$ cat src/rtl/seg_pkg.sv
// Shared constants, glyph table entries and scan state type for the
// seven-segment scan controller.
package seg_pkg;

  localparam int NDIG = 8;

  localparam logic [6:0] SEG_BLANK = 7'h7F;
  localparam logic [7:0] AN_OFF    = 8'hFF;

  // Active-low {g,f,e,d,c,b,a} glyphs for hex digits 0..F
  localparam logic [6:0] GLYPH_0 = 7'h40;
  localparam logic [6:0] GLYPH_1 = 7'h79;
  localparam logic [6:0] GLYPH_2 = 7'h24;
  localparam logic [6:0] GLYPH_3 = 7'h30;
  localparam logic [6:0] GLYPH_4 = 7'h19;
  localparam logic [6:0] GLYPH_5 = 7'h12;
  localparam logic [6:0] GLYPH_6 = 7'h02;
  localparam logic [6:0] GLYPH_7 = 7'h78;
  localparam logic [6:0] GLYPH_8 = 7'h00;
  localparam logic [6:0] GLYPH_9 = 7'h10;
  localparam logic [6:0] GLYPH_A = 7'h08;
  localparam logic [6:0] GLYPH_B = 7'h03;
  localparam logic [6:0] GLYPH_C = 7'h46;
  localparam logic [6:0] GLYPH_D = 7'h21;
  localparam logic [6:0] GLYPH_E = 7'h06;
  localparam logic [6:0] GLYPH_F = 7'h0E;

  typedef enum logic {
    ST_BLANK = 1'b0,
    ST_DRIVE = 1'b1
  } scan_state_e;

endpackage

$ cat src/rtl/hex7seg.sv
// Combinational hex nibble to active-low seven-segment glyph decoder.
module hex7seg
  import seg_pkg::*;
(
  input  logic [3:0] nib_i,
  output logic [6:0] seg_o
);

  always_comb begin
    seg_o = SEG_BLANK;
    case (nib_i)
      4'h0: seg_o = GLYPH_0;
      4'h1: seg_o = GLYPH_1;
      4'h2: seg_o = GLYPH_2;
      4'h3: seg_o = GLYPH_3;
      4'h4: seg_o = GLYPH_4;
      4'h5: seg_o = GLYPH_5;
      4'h6: seg_o = GLYPH_6;
      4'h7: seg_o = GLYPH_7;
      4'h8: seg_o = GLYPH_8;
      4'h9: seg_o = GLYPH_9;
      4'hA: seg_o = GLYPH_A;
      4'hB: seg_o = GLYPH_B;
      4'hC: seg_o = GLYPH_C;
      4'hD: seg_o = GLYPH_D;
      4'hE: seg_o = GLYPH_E;
      4'hF: seg_o = GLYPH_F;
      default: seg_o = SEG_BLANK;
    endcase
  end

endmodule

$ cat src/rtl/seg_scan_ctrl.sv
// 8-digit multiplexed seven-segment scan controller with per-slot blanking
// and frame-boundary double-buffered display value (load/ack handshake).
module seg_scan_ctrl
  import seg_pkg::*;
#(
  parameter int TICK_DIV  = 50000,
  parameter int BLANK_CYC = 16
) (
  input  logic        clk,
  input  logic        rst,
  input  logic [31:0] data_in,
  input  logic [7:0]  dp_in,
  input  logic [7:0]  en_in,
  input  logic        load,
  output logic        load_ack,
  output logic        frame_start,
  output logic [2:0]  sel,
  output logic [7:0]  an,
  output logic [6:0]  seg,
  output logic        dp
);

  localparam int             CW        = $clog2(TICK_DIV);
  localparam logic [CW-1:0]  CNT_MAX   = CW'(TICK_DIV - 1);
  localparam logic [CW-1:0]  BLANK_LIM = CW'(BLANK_CYC);
  localparam logic [2:0]     SEL_LAST  = 3'(NDIG - 1);

  logic [CW-1:0] cnt_q, cnt_d;
  logic [2:0]    sel_q, sel_d;
  scan_state_e   state_q, state_d;
  logic [31:0]   data_q, data_d;
  logic [7:0]    dpm_q, dpm_d;
  logic [7:0]    en_q, en_d;
  logic [7:0]    an_q, an_d;
  logic [6:0]    seg_q, seg_d;
  logic          dp_q, dp_d;
  logic          ack_q, ack_d;
  logic          fs_q, fs_d;

  logic          wrap, boundary, capture;
  logic [3:0]    nib;
  logic [6:0]    glyph;

  // State register: everything, including the pin drivers, resets dark.
  always_ff @(posedge clk or posedge rst) begin
    if (rst) begin
      cnt_q   <= '0;
      sel_q   <= '0;
      state_q <= ST_BLANK;
      data_q  <= '0;
      dpm_q   <= '0;
      en_q    <= '0;
      an_q    <= AN_OFF;
      seg_q   <= SEG_BLANK;
      dp_q    <= 1'b1;
      ack_q   <= 1'b0;
      fs_q    <= 1'b0;
    end else begin
      cnt_q   <= cnt_d;
      sel_q   <= sel_d;
      state_q <= state_d;
      data_q  <= data_d;
      dpm_q   <= dpm_d;
      en_q    <= en_d;
      an_q    <= an_d;
      seg_q   <= seg_d;
      dp_q    <= dp_d;
      ack_q   <= ack_d;
      fs_q    <= fs_d;
    end
  end

  // Next-state: slot counter, digit index, slot phase and shadow capture.
  always_comb begin
    wrap     = (cnt_q == CNT_MAX);
    boundary = wrap && (sel_q == SEL_LAST);
    capture  = boundary && load;
    cnt_d    = wrap ? '0 : cnt_q + CW'(1);
    sel_d    = wrap ? sel_q + 3'd1 : sel_q;
    state_d  = (cnt_d < BLANK_LIM) ? ST_BLANK : ST_DRIVE;
    data_d   = capture ? data_in : data_q;
    dpm_d    = capture ? dp_in   : dpm_q;
    en_d     = capture ? en_in   : en_q;
    ack_d    = capture;
    fs_d     = boundary;
  end

  // Decode from next-state values so the pins line up with cnt/sel.
  assign nib = data_d[{sel_d, 2'b00} +: 4];

  hex7seg u_dec (
    .nib_i (nib),
    .seg_o (glyph)
  );

  always_comb begin
    an_d  = AN_OFF;
    seg_d = SEG_BLANK;
    dp_d  = 1'b1;
    if (state_d == ST_DRIVE && en_d[sel_d]) begin
      an_d  = ~(8'h01 << sel_d);
      seg_d = glyph;
      dp_d  = ~dpm_d[sel_d];
    end
  end

  assign load_ack    = ack_q;
  assign frame_start = fs_q;
  assign sel         = sel_q;
  assign an          = an_q;
  assign seg         = seg_q;
  assign dp          = dp_q;

endmodule
$ cat config.mk
export PLATFORM = sky130hd
export DESIGN_NAME = seg_scan_ctrl
export DESIGN_NICKNAME = d
export VERILOG_FILES = /design/src/rtl/seg_pkg.sv /design/src/rtl/hex7seg.sv /design/src/rtl/seg_scan_ctrl.sv
export SDC_FILE = /design/constraint.sdc
export NUM_CORES = 1
export LEC_CHECK = 0
export ABC_AREA = 1
export BUFFER_PORTS_ARGS = -buffer_cell sky130_fd_sc_hd__buf_2
export CAP_MARGIN = 25
export CORE_MARGIN = 1
export CORE_UTILIZATION = 61
export CTS_CLUSTER_DIAMETER = 100
export DETAILED_ROUTE_END_ITERATION = 10
export PLACE_DENSITY_LB_ADDON = 0.08
export SETUP_SLACK_MARGIN = 0.02
export SLEW_MARGIN = 20
export SYNTH_ARGS = -nofsm -noshare
export SYNTH_HDL_FRONTEND = slang
export SYNTH_SLANG_ARGS = --single-unit
$ cat constraint.sdc
create_clock -name clk -period 7.4 [get_ports clk]
set_clock_uncertainty 0.05 [all_clocks]
set_input_delay 0.37 -clock clk [delete_from_list [all_inputs] [get_ports clk]]
set_output_delay 0.37 -clock clk [all_outputs]
set_load 0.02 [all_outputs]
==> metrics.cfg, run 1 <==
[run_status]
status=finished clean

[pwr]
powerDensity_nw_per_um2=165
intPower_w=0.000664
total_power_w=0.000847
p_sw_share_pct=21.6
combPwrFrac_pct=3.1
power_switching_w=0.000183
p_leak_nw=2.93
peakVddDrop_v=0.0000940
clockPowerShare_pct=42.1
p_seq_share_pct=54.9

[drt]
post_drt_wl_per_cell_um=13.4
num_vias=3904
via_per_inst=5.13
drc=0
wirelength_um=10200
dr.first_iter.drc_count=235
ant_nets=0
drtPass1Iterations=5

[global_routing]
antenna_found_initial=0
grtUsageTotal_pct=28.7
grt_max_degree=86
grt_pass1_wl_um=16700
grt_pass1_vias=3623
gr-total-overflow=0

[critical_path]
cp_slowest_cell=nand4_4
ff2ff_path_depth=16
start_kind=register
crit_chain=ha_1, ha_1, nand4_4, clkinv_2, nand2_1, nand2_1, nand2_1, nand2_1, inv_1, nand2_1, nand2_1, ha_1, nand3_1, nor2_1, nor2_1, nand2_1
path_class=register to register
endpoint_kind=register
rrSetupSlack_ns=3.75
crit_arrival_ns=3.89
slowest_delay_ns=0.60
crit_top_cell=nand2_1
crit_path_max_fanout=41
cp.required_ns=7.65

[clock_tree]
clockBufferDepth=2
ctsHoldBuffers=0
cts_root_buffer=clkbuf_8
clock_latency_ns=0.35
cts_tree=built
htreeDepth=3
cts.repair.resized=0
numCtsBuffers=9
cts_num_sinks=85
post_cts_buffers=0
path_clk_slew_ns=0.08

[sta]
fmax_ghz=0.274
maxSlewHeadroom_pct=36.8
maxSlewViolCount=0
hold_viol=0
worst_pin_slew_ns=0.944
rsz0062_at_grt=no
setup_tns_ns=0
min_period_ns=3.65
setup_viol=0
fin_crit_sh_pct=49.3
whs_ns=0.158

[min_path]
min_path_type=input pin to async pin

[finish]
n_antenna_cell=0
register_area_um2=2150
final_cell_mix=nand2_1 (206), buf_2 (71), inv_1 (69), dfrtp_1 (69), nor2_1 (58)
drive_gt1_share_pct=23.1
area_growth_pct=13.2
final_nets=717
layout_commonest_cell=nand2_1
nFillCells=615
multi_input_area_um2=1970
final_area_um2=5130

[synth]
synth-edff-count=0
syn_avg_cell_area_um2=7.68
synthArstFlopShare_pct=100
synth_cell_types=35
ys_ff_latch=85
yosys_warnings=0
ys_seq_area_share_pct=47.4
synth_fp_nets=650
syn_inst=590
synthesis.area_um2=4530
synth_ff_type=dfrtp_1

[floorplanning]
die_w_um=88.2
ios=72
chipHeight_um=88.2
design.core.area_um2=7210
std_cell_rows=31
fp.dieArea_um2=7770
start_util_pct=62.8

[place]
place_congestion=0.917
port_buffers=71
place_hpwl_um=7230
placed_area_um2=4910

[flow_run]
drv_cap=0

[cells in the mapped netlist, types with 2 or more instances]
cell / number / area [um^2]
nand2_1: 206 / 773
inv_1: 70 / 263
dfrtp_1: 69 / 1730
nor2_1: 58 / 218
nand3_1: 39 / 195
dfstp_2: 16 / 420
nand4_1: 16 / 100
nand2_2: 13 / 81.3
nor2_2: 12 / 75.1
o21ai_0: 10 / 50.1
a21oi_1: 9 / 45.0
ha_1: 9 / 113
inv_2: 6 / 22.5
nor3_1: 5 / 25.0
buf_2: 4 / 20.0
buf_4: 4 / 30.0
buf_6: 4 / 45.0
nand2_4: 4 / 45.0
nor2_4: 4 / 45.0
o21a_1: 4 / 30.0
o22ai_1: 4 / 25.0
xor2_1: 4 / 35.0
clkbuf_1: 3 / 11.3
clkinv_2: 3 / 15.0
o21ai_1: 3 / 15.0
or2_2: 2 / 12.5
[power by group through the flow]
stage               Combinational (W)  Sequential [W]  Clock [W]
finish                      0.0000260        0.000464   0.000356
global route                0.0000298        0.000465   0.000382
CTS                         0.0000264        0.000464   0.000363
floorplan                  0.00000914        0.000473          0
detailed placement          0.0000264        0.000473          0
global placement            0.0000265        0.000473          0
[metrics by stage]
step / utilization (%) / setup slack [ns] / cells
finish: 71.1 / 3.75 / 761
global route: 71.1 / 3.40 / 761
CTS: 71.0 / 3.79 / 761
detailed placement: 68.0 / 3.79 / 745
global placement: 68.0 / 3.98 / 745
floorplan: - / 4.75 / 590
[kinds of logic (layout without fill, tap and decap cells)]
kind of cell / Yosys count / in the layout / synth area share (%)
buffers and inverters: 95 / 167 / 9.06
AO/OA/AOI/OAI: 34 / 34 / 4.36
XOR/XNOR: 4 / 4 / 0.773
flip-flops: 85 / 85 / 47.4
AND/OR/NAND/NOR: 363 / 363 / 35.9
adder cells (fa/ha/maj): 9 / 9 / 2.49
[path summary, 6_finish.rpt]
path                             start    endpoint
setup / recovery                sel[0]      seg[1]
max in group asynchronous          rst  data_q[29]
hold / removal                     rst    dpm_q[0]
setup reg to reg                sel[0]      seg[1]
hold reg to reg             data_q[16]  data_q[16]
min in group clk           data_in[23]  data_q[23]
[routing by layer]
| metal | vias up | track usage, % | share of wire (%) |
|---|---|---|---|
| met5 | - | 0 | 0 |
| met4 | 0 | 11.1 | 1.9 |
| met3 | 16 | 5.75 | 6.4 |
| met2 | 144 | 45.0 | 47 |
| met1 | 1779 | 39.2 | 45 |
| li1 | 1965 | - | - |
[critical path, delay by kind of cell (launching register included)]
kind,cells,cell delay (ns)
buf+inv,2,0.56
flops,1,0.43
fa+ha+maj,3,1.09
simple gates,11,1.44
[final cells by class]
class	instances	share of cell area (%)
Clock buffer	10	2.49
Clock inverter	6	1.71
Inverter	79	5.88
Multi-Input combinational cell	410	38.5
Sequential cell	85	41.9
Tap cell	99	2.42
Timing Repair Buffer	72	7.15
[sequential cells by signal, summed over array words and instances, names as in the netlist]
| signal | cells |
|---|---|
| dpm_q | 8 |
| cnt_q | 16 |
| data_q | 32 |
| an | 8 |
| load_ack | 1 |
| dp | 1 |
| frame_start | 1 |
| en_q | 8 |
| seg | 7 |
| sel | 3 |
Power figures use the tool's default switching activity.
==> inputs of run 2 (changes only) <==
- ABC_AREA: 1 -> 0
- CORE_UTILIZATION: 61 -> 56
- clock period: 7.4 -> 3.5 ns (I/O delays scaled with it)
==> metrics.cfg, run 2 <==
[pwr]
power_switching_w=0.000418
clockPowerShare_pct=42.4
p_leak_nw=2.79
peakVddDrop_v=0.000206
combPwrFrac_pct=4.5
p_sw_share_pct=22.6
p_seq_share_pct=53.0
intPower_w=0.00143
powerDensity_nw_per_um2=329

[finish]
n_antenna_cell=0
largest_reg_flops=32
area_growth_pct=30.5
drive_gt1_share_pct=31.0
top_register=data_q
layout_commonest_cell=nand2_1
final_cell_mix=nand2_1 (108), buf_2 (71), dfrtp_1 (69)
final_nets=622
top_regs=data_q x32, cnt_q x16

[synth]
ys_ff_latch=85
synth.top_cells.by_count=nand2_1 (108), dfrtp_1 (69), nand3_1 (35), nor2_1 (22), mux2_2 (17)
synthArstFlopShare_pct=100
synth_top_area_cell=dfrtp_1
syn_avg_cell_area_um2=9.82
synth_cell_types=57
synth-compound-area-share_pct=10.6
synth.top_cell.area_share_pct=40.0
ys_seq_area_share_pct=49.8
yosysMostFrequentCell=nand2_1
synth_fa_ha_area_share_pct=2.61
muxShareOfSynthArea_pct=9.28
synth_fp_nets=499
ys_top_cells_by_area=dfrtp_1 (40%), dfstp_2 (9.7%), nand2_1 (9.4%), mux2_2 (4.4%), nand3_1 (4.1%)
yosys_warnings=0
synthesis.area_um2=4310
synth_top_family_by_area=simple AND/OR/NAND/NOR gates
synth-xor-area-share_pct=2.64
synth_ff_type=dfrtp_1
yosys.area_share.simple_pct=22.0
syn_inst=439
synth-edff-count=0

[min_path]
min_path_type=input pin to register

[critical_path]
ff2ff_path_depth=13
slowest_delay_ns=0.61
crit_chain=or4b_4, or4_4, nor2_4, buf_12, nand2_1, nand3_1, o211a_1, a31oi_2, buf_4, ha_1, nor2_1, a211oi_1, o21ai_1
setup.worst_path.start=cnt_q[6]
path_class=register to register
crit_cells=13
crit_arrival_ns=3.57
r2r_end=seg[3]
cp.required_ns=3.75
crit_buf_inv=2
start_kind=register
rr_startpoint=cnt_q[6]
rrSetupSlack_ns=0.18
cp_slowest_cell=or4_4
critical-path-top-delay-family=simple AND/OR/NAND/NOR gates
endpoint_kind=register
crit_path_max_fanout=16
critPathCapture=seg[3]

[drt]
drc=0
post_drt_wl_per_cell_um=16.3
wirelength_um=10900
ant_nets=0
num_vias=3735
dr.first_iter.drc_count=177
via_per_inst=5.61
drtPass1Iterations=6

[sta]
fin_crit_sh_pct=95.0
setup_tns_ns=0
rsz0062_at_grt=no
min_period_ns=3.32
worst_pin_slew_ns=0.811
worst_slack_ns=0.175
maxSlewHeadroom_pct=45.9
setup_viol=0
hold_viol=0
maxSlewViolCount=0
fmax_ghz=0.301

[place]
pre_cts_slack_ns=0.0318
port_buffers=71
place_congestion=0.827
place_hpwl_um=7140

[global_routing]
grt_pass1_wl_um=18300
grt_max_degree=49
gr-total-overflow=0
antenna_found_initial=0
grt_pass1_vias=3842
grtUsageTotal_pct=28.6

[flow_run]
drv_cap=0

[clock_tree]
htreeDepth=3
numCtsBuffers=9
path_clk_slew_ns=0.09
cts_tree=built
clock_latency_ns=0.37
cts_num_sinks=85
clockBufferDepth=2
cts_root_buffer=clkbuf_8

[floorplanning]
design.core.area_um2=7330
chipHeight_um=89.8
fp.dieArea_um2=8060
start_util_pct=58.8
std_cell_rows=31
die_w_um=89.8
ios=72

[run_status]
status=finished clean

-- run 2: cell types whose count changed in the layout (fill, tap and decap cells not counted), sizes merged, moves of 6 or more --
cell	change
dlygate4sd3	+33
o211ai	+7
nand2	-114
mux2i	+13
mux2	+18
buf	+28
nand4	-13
inv	-65
nand3	-6
nor2	-52
-- run 2: worst min-delay path, cell delays in order --
cell and delay (ns):
buf_2 0.08, nand3_1 0.07, nand2_1 0.07
-- run 2: worst min path at each step --
stage | startpoint | endpoint | slack, ns | cells after the start
after floorplan | en_in[0] | en_q[0] | 0.24 | 2
after global placement | rst | cnt_q[13] | 0.29 | 2
after detailed placement | rst | cnt_q[13] | 0.30 | 2
after CTS | data_in[3] | data_q[3] | 0.004 | 3
after global routing | data_in[8] | data_q[8] | 0.02 | 2
final | data_in[3] | data_q[3] | 0.008 | 3
-- run 2: cell type report --
cell class              count  area (um^2)
multi-input cells         321         2110
flip-flops and latches     85         2150
clock buffers               9          124
repair buffers            134          970
fillers                   498         1700
clock inverters             7         98.8
inverters                  11         56.3
well taps                  99          124
-- run 2: cells by family (layout without fill, tap and decap cells) --
| logic type | count (synthesis) | count (layout) |
|---|---|---|
| compound gates | 63 | 63 |
| xor+xnor | 13 | 13 |
| fa+ha+maj | 9 | 9 |
| buf+inv | 33 | 161 |
| flops | 85 | 85 |
| mux | 34 | 34 |
| simple gates | 202 | 202 |
-- run 2: power by group through the flow --
stage / registers, W / clock network [W] / logic, W
5_1_grt: 0.000982 / 0.000835 / 0.0000927
3_3_place_gp: 0.00100 / 0 / 0.0000546
3_5_place_dp: 0.00100 / 0 / 0.0000549
2_1_floorplan: 0.00100 / 0 / 0.0000166
4_1_cts: 0.000982 / 0.000792 / 0.0000830
6_report: 0.000982 / 0.000786 / 0.0000838
-- run 2: per-layer routing --
| metal | vias to the layer above | wire [um] | global-route usage, % |
|---|---|---|---|
| met5 | - | 0 | 0 |
| met4 | 0 | 250 | 12.8 |
| met3 | 24 | 604 | 4.82 |
| met2 | 123 | 5270 | 46.3 |
| met1 | 1822 | 4760 | 37.9 |
| li1 | 1766 | - | - |
-- run 2: timing repair --
item	in CTS	in global routing
resized for setup	1	14
endpoints found under the hold margin	66	0
hold buffers	33	0
gates cloned	0	1
setup buffers	0	4
endpoints found under the setup margin	2	9
pin swaps	0	1
-- run 2: stage by stage --
step	hold WS, ns	power, W	instances	utilization (%)	instance area (um^2)
3_5_place_dp	0.304	0.00106	612	67.3	4930
5_1_grt	0.0175	0.00191	666	76.8	5630
3_3_place_gp	0.292	0.00106	612	67.3	4930
4_1_cts	0.00400	0.00186	661	74.9	5490
2_1_floorplan	0.237	0.00102	439	-	4330
6_report	0.00766	0.00185	666	76.8	5630
==> inputs of run 3 (changes only) <==
- ABC_AREA: 0 -> 1
- CORE_UTILIZATION: 56 -> 57
- SKIP_LAST_GASP: default -> 1
==> metrics.cfg, run 3 (synthesized netlist as in run 1, its figures left out) <==
[global_routing]
antenna_found_initial=0
grtUsageTotal_pct=27.2
grt_pass1_wl_um=17700
gr-total-overflow=0
grt_pass1_vias=3727
grt_max_degree=47

[finish]
largest_reg_flops=32
area_growth_pct=16.0
fin_util_pct=68.4
top_regs=data_q x32, cnt_q x16
nFillCells=688
drive_gt1_share_pct=23.7
final_nets=734
register_area_um2=2150
n_antenna_cell=0
layout_commonest_cell=nand2_1
top_register=data_q
multi_input_area_um2=1970
final_cell_mix=nand2_1 (206), buf_2 (71), inv_1 (69), dfrtp_1 (69), nor2_1 (58)

[critical_path]
crit_arrival_ns=3.11
cp.required_ns=3.76
crit_chain=ha_1, nand3_2, nor2_4, nand4_4, clkinv_2, nand2_1, nand2_1, nand2_1, nand2_1, inv_1, nand2_1, nand2_1, ha_1, nand3_1, nor2_1, nor2_1, nand2_1
slowest_delay_ns=0.40
endpoint_kind=register
crit_top_cell=nand2_1
crit_path_max_fanout=28
path_class=register to register
cp_slowest_cell=dfrtp_1
start_kind=register

[clock_tree]
path_clk_slew_ns=0.09
numCtsBuffers=9
cts_num_sinks=85
cts.repair.resized=0
clockBufferDepth=2
cts_tree=built
cts_root_buffer=clkbuf_8
htreeDepth=3
clock_latency_ns=0.36

[sta]
hold_viol=2
fmax_ghz=0.351
maxSlewHeadroom_pct=48.1
rsz0062_at_grt=no
setup_tns_ns=0
whs_ns=-0.00414
worst_pin_slew_ns=0.778
fin_crit_sh_pct=81.4
maxSlewViolCount=0
setup_viol=0
min_period_ns=2.85

[min_path]
min_path_type=input pin to register

[pwr]
p_leak_nw=3.01
peakVddDrop_v=0.000261
powerDensity_nw_per_um2=329

[floorplanning]
ios=72
design.core.area_um2=7690
die_w_um=91.1
std_cell_rows=32
start_util_pct=58.9
chipHeight_um=91.1
fp.dieArea_um2=8310

[drt]
post_drt_wl_per_cell_um=13.5
drtPass1Iterations=5
num_vias=3975
ant_nets=0
via_per_inst=5.09
dr.first_iter.drc_count=184
wirelength_um=10500
drc=0

[flow_run]
drv_cap=0

[place]
place_congestion=0.919
port_buffers=71
place_hpwl_um=7650

[run_status]
violations=hold timing
status=finished with violations

## run 3: metal layers
layer  vias to the layer above  routed length, um  part of all wire, %  global-route usage [%]
met5                         -                  0                    0                       0
met4                         0                216                  2.1                    8.47
li1                       1991                  -                    -                       -
met3                        23                573                  5.4                    4.69
met1                      1836               5050                   48                    38.6
met2                       125               4690                   45                    42.9
## run 3: critical path, delay by kind of cell (launching register included)
family,cells,cell delay (ns)
fa+ha+maj,2,0.56
buf+inv,2,0.38
flops,1,0.40
simple gates,13,1.39
## run 3: timing repair
action,in CTS,in global routing
hold endpoints to repair,37,0
hold buffers,10,0
buffers inserted,0,0
## run 3: cell type report
cell class,instances,area share (%)
timing repair buffer,89,9.81
sequential,85,40.9
inverter,79,5.74
clock buffer,11,3.10
clock inverter,5,0.548
multi-input combinational,410,37.5
tap,102,2.43
## run 3: final timing paths
kind	start	to	slack, ns	cells past startpoint
worst max-delay path	cnt_q[0]	seg[1]	0.65	17
min in group asynchronous	rst	dpm_q[1]	0.42	3
max in group asynchronous	rst	data_q[3]	2.18	4
worst min-delay path	data_in[5]	data_q[5]	-0.004	3
worst min register to register	data_q[12]	data_q[12]	0.43	2
worst max register to register	cnt_q[0]	seg[1]	0.65	17
## run 3: power breakdown
group	internal, W	switching [W]	leakage, nW
logic	0.0000290	0.0000338	1.83
registers	0.000982	0	1.08
clock network	0.000320	0.000365	0.105
## run 3: per-stage QoR
stage          std cells  power, W  instance area (um^2)  setup slack [ns]
3_5_place_dp         755   0.00106                  4960             0.678
5_1_grt              781   0.00178                  5260             0.369
2_1_floorplan        590   0.00102                  4530             0.850
6_report             781   0.00173                  5260             0.649
3_3_place_gp         755   0.00106                  4960             0.732
4_1_cts              781   0.00174                  5260             0.656
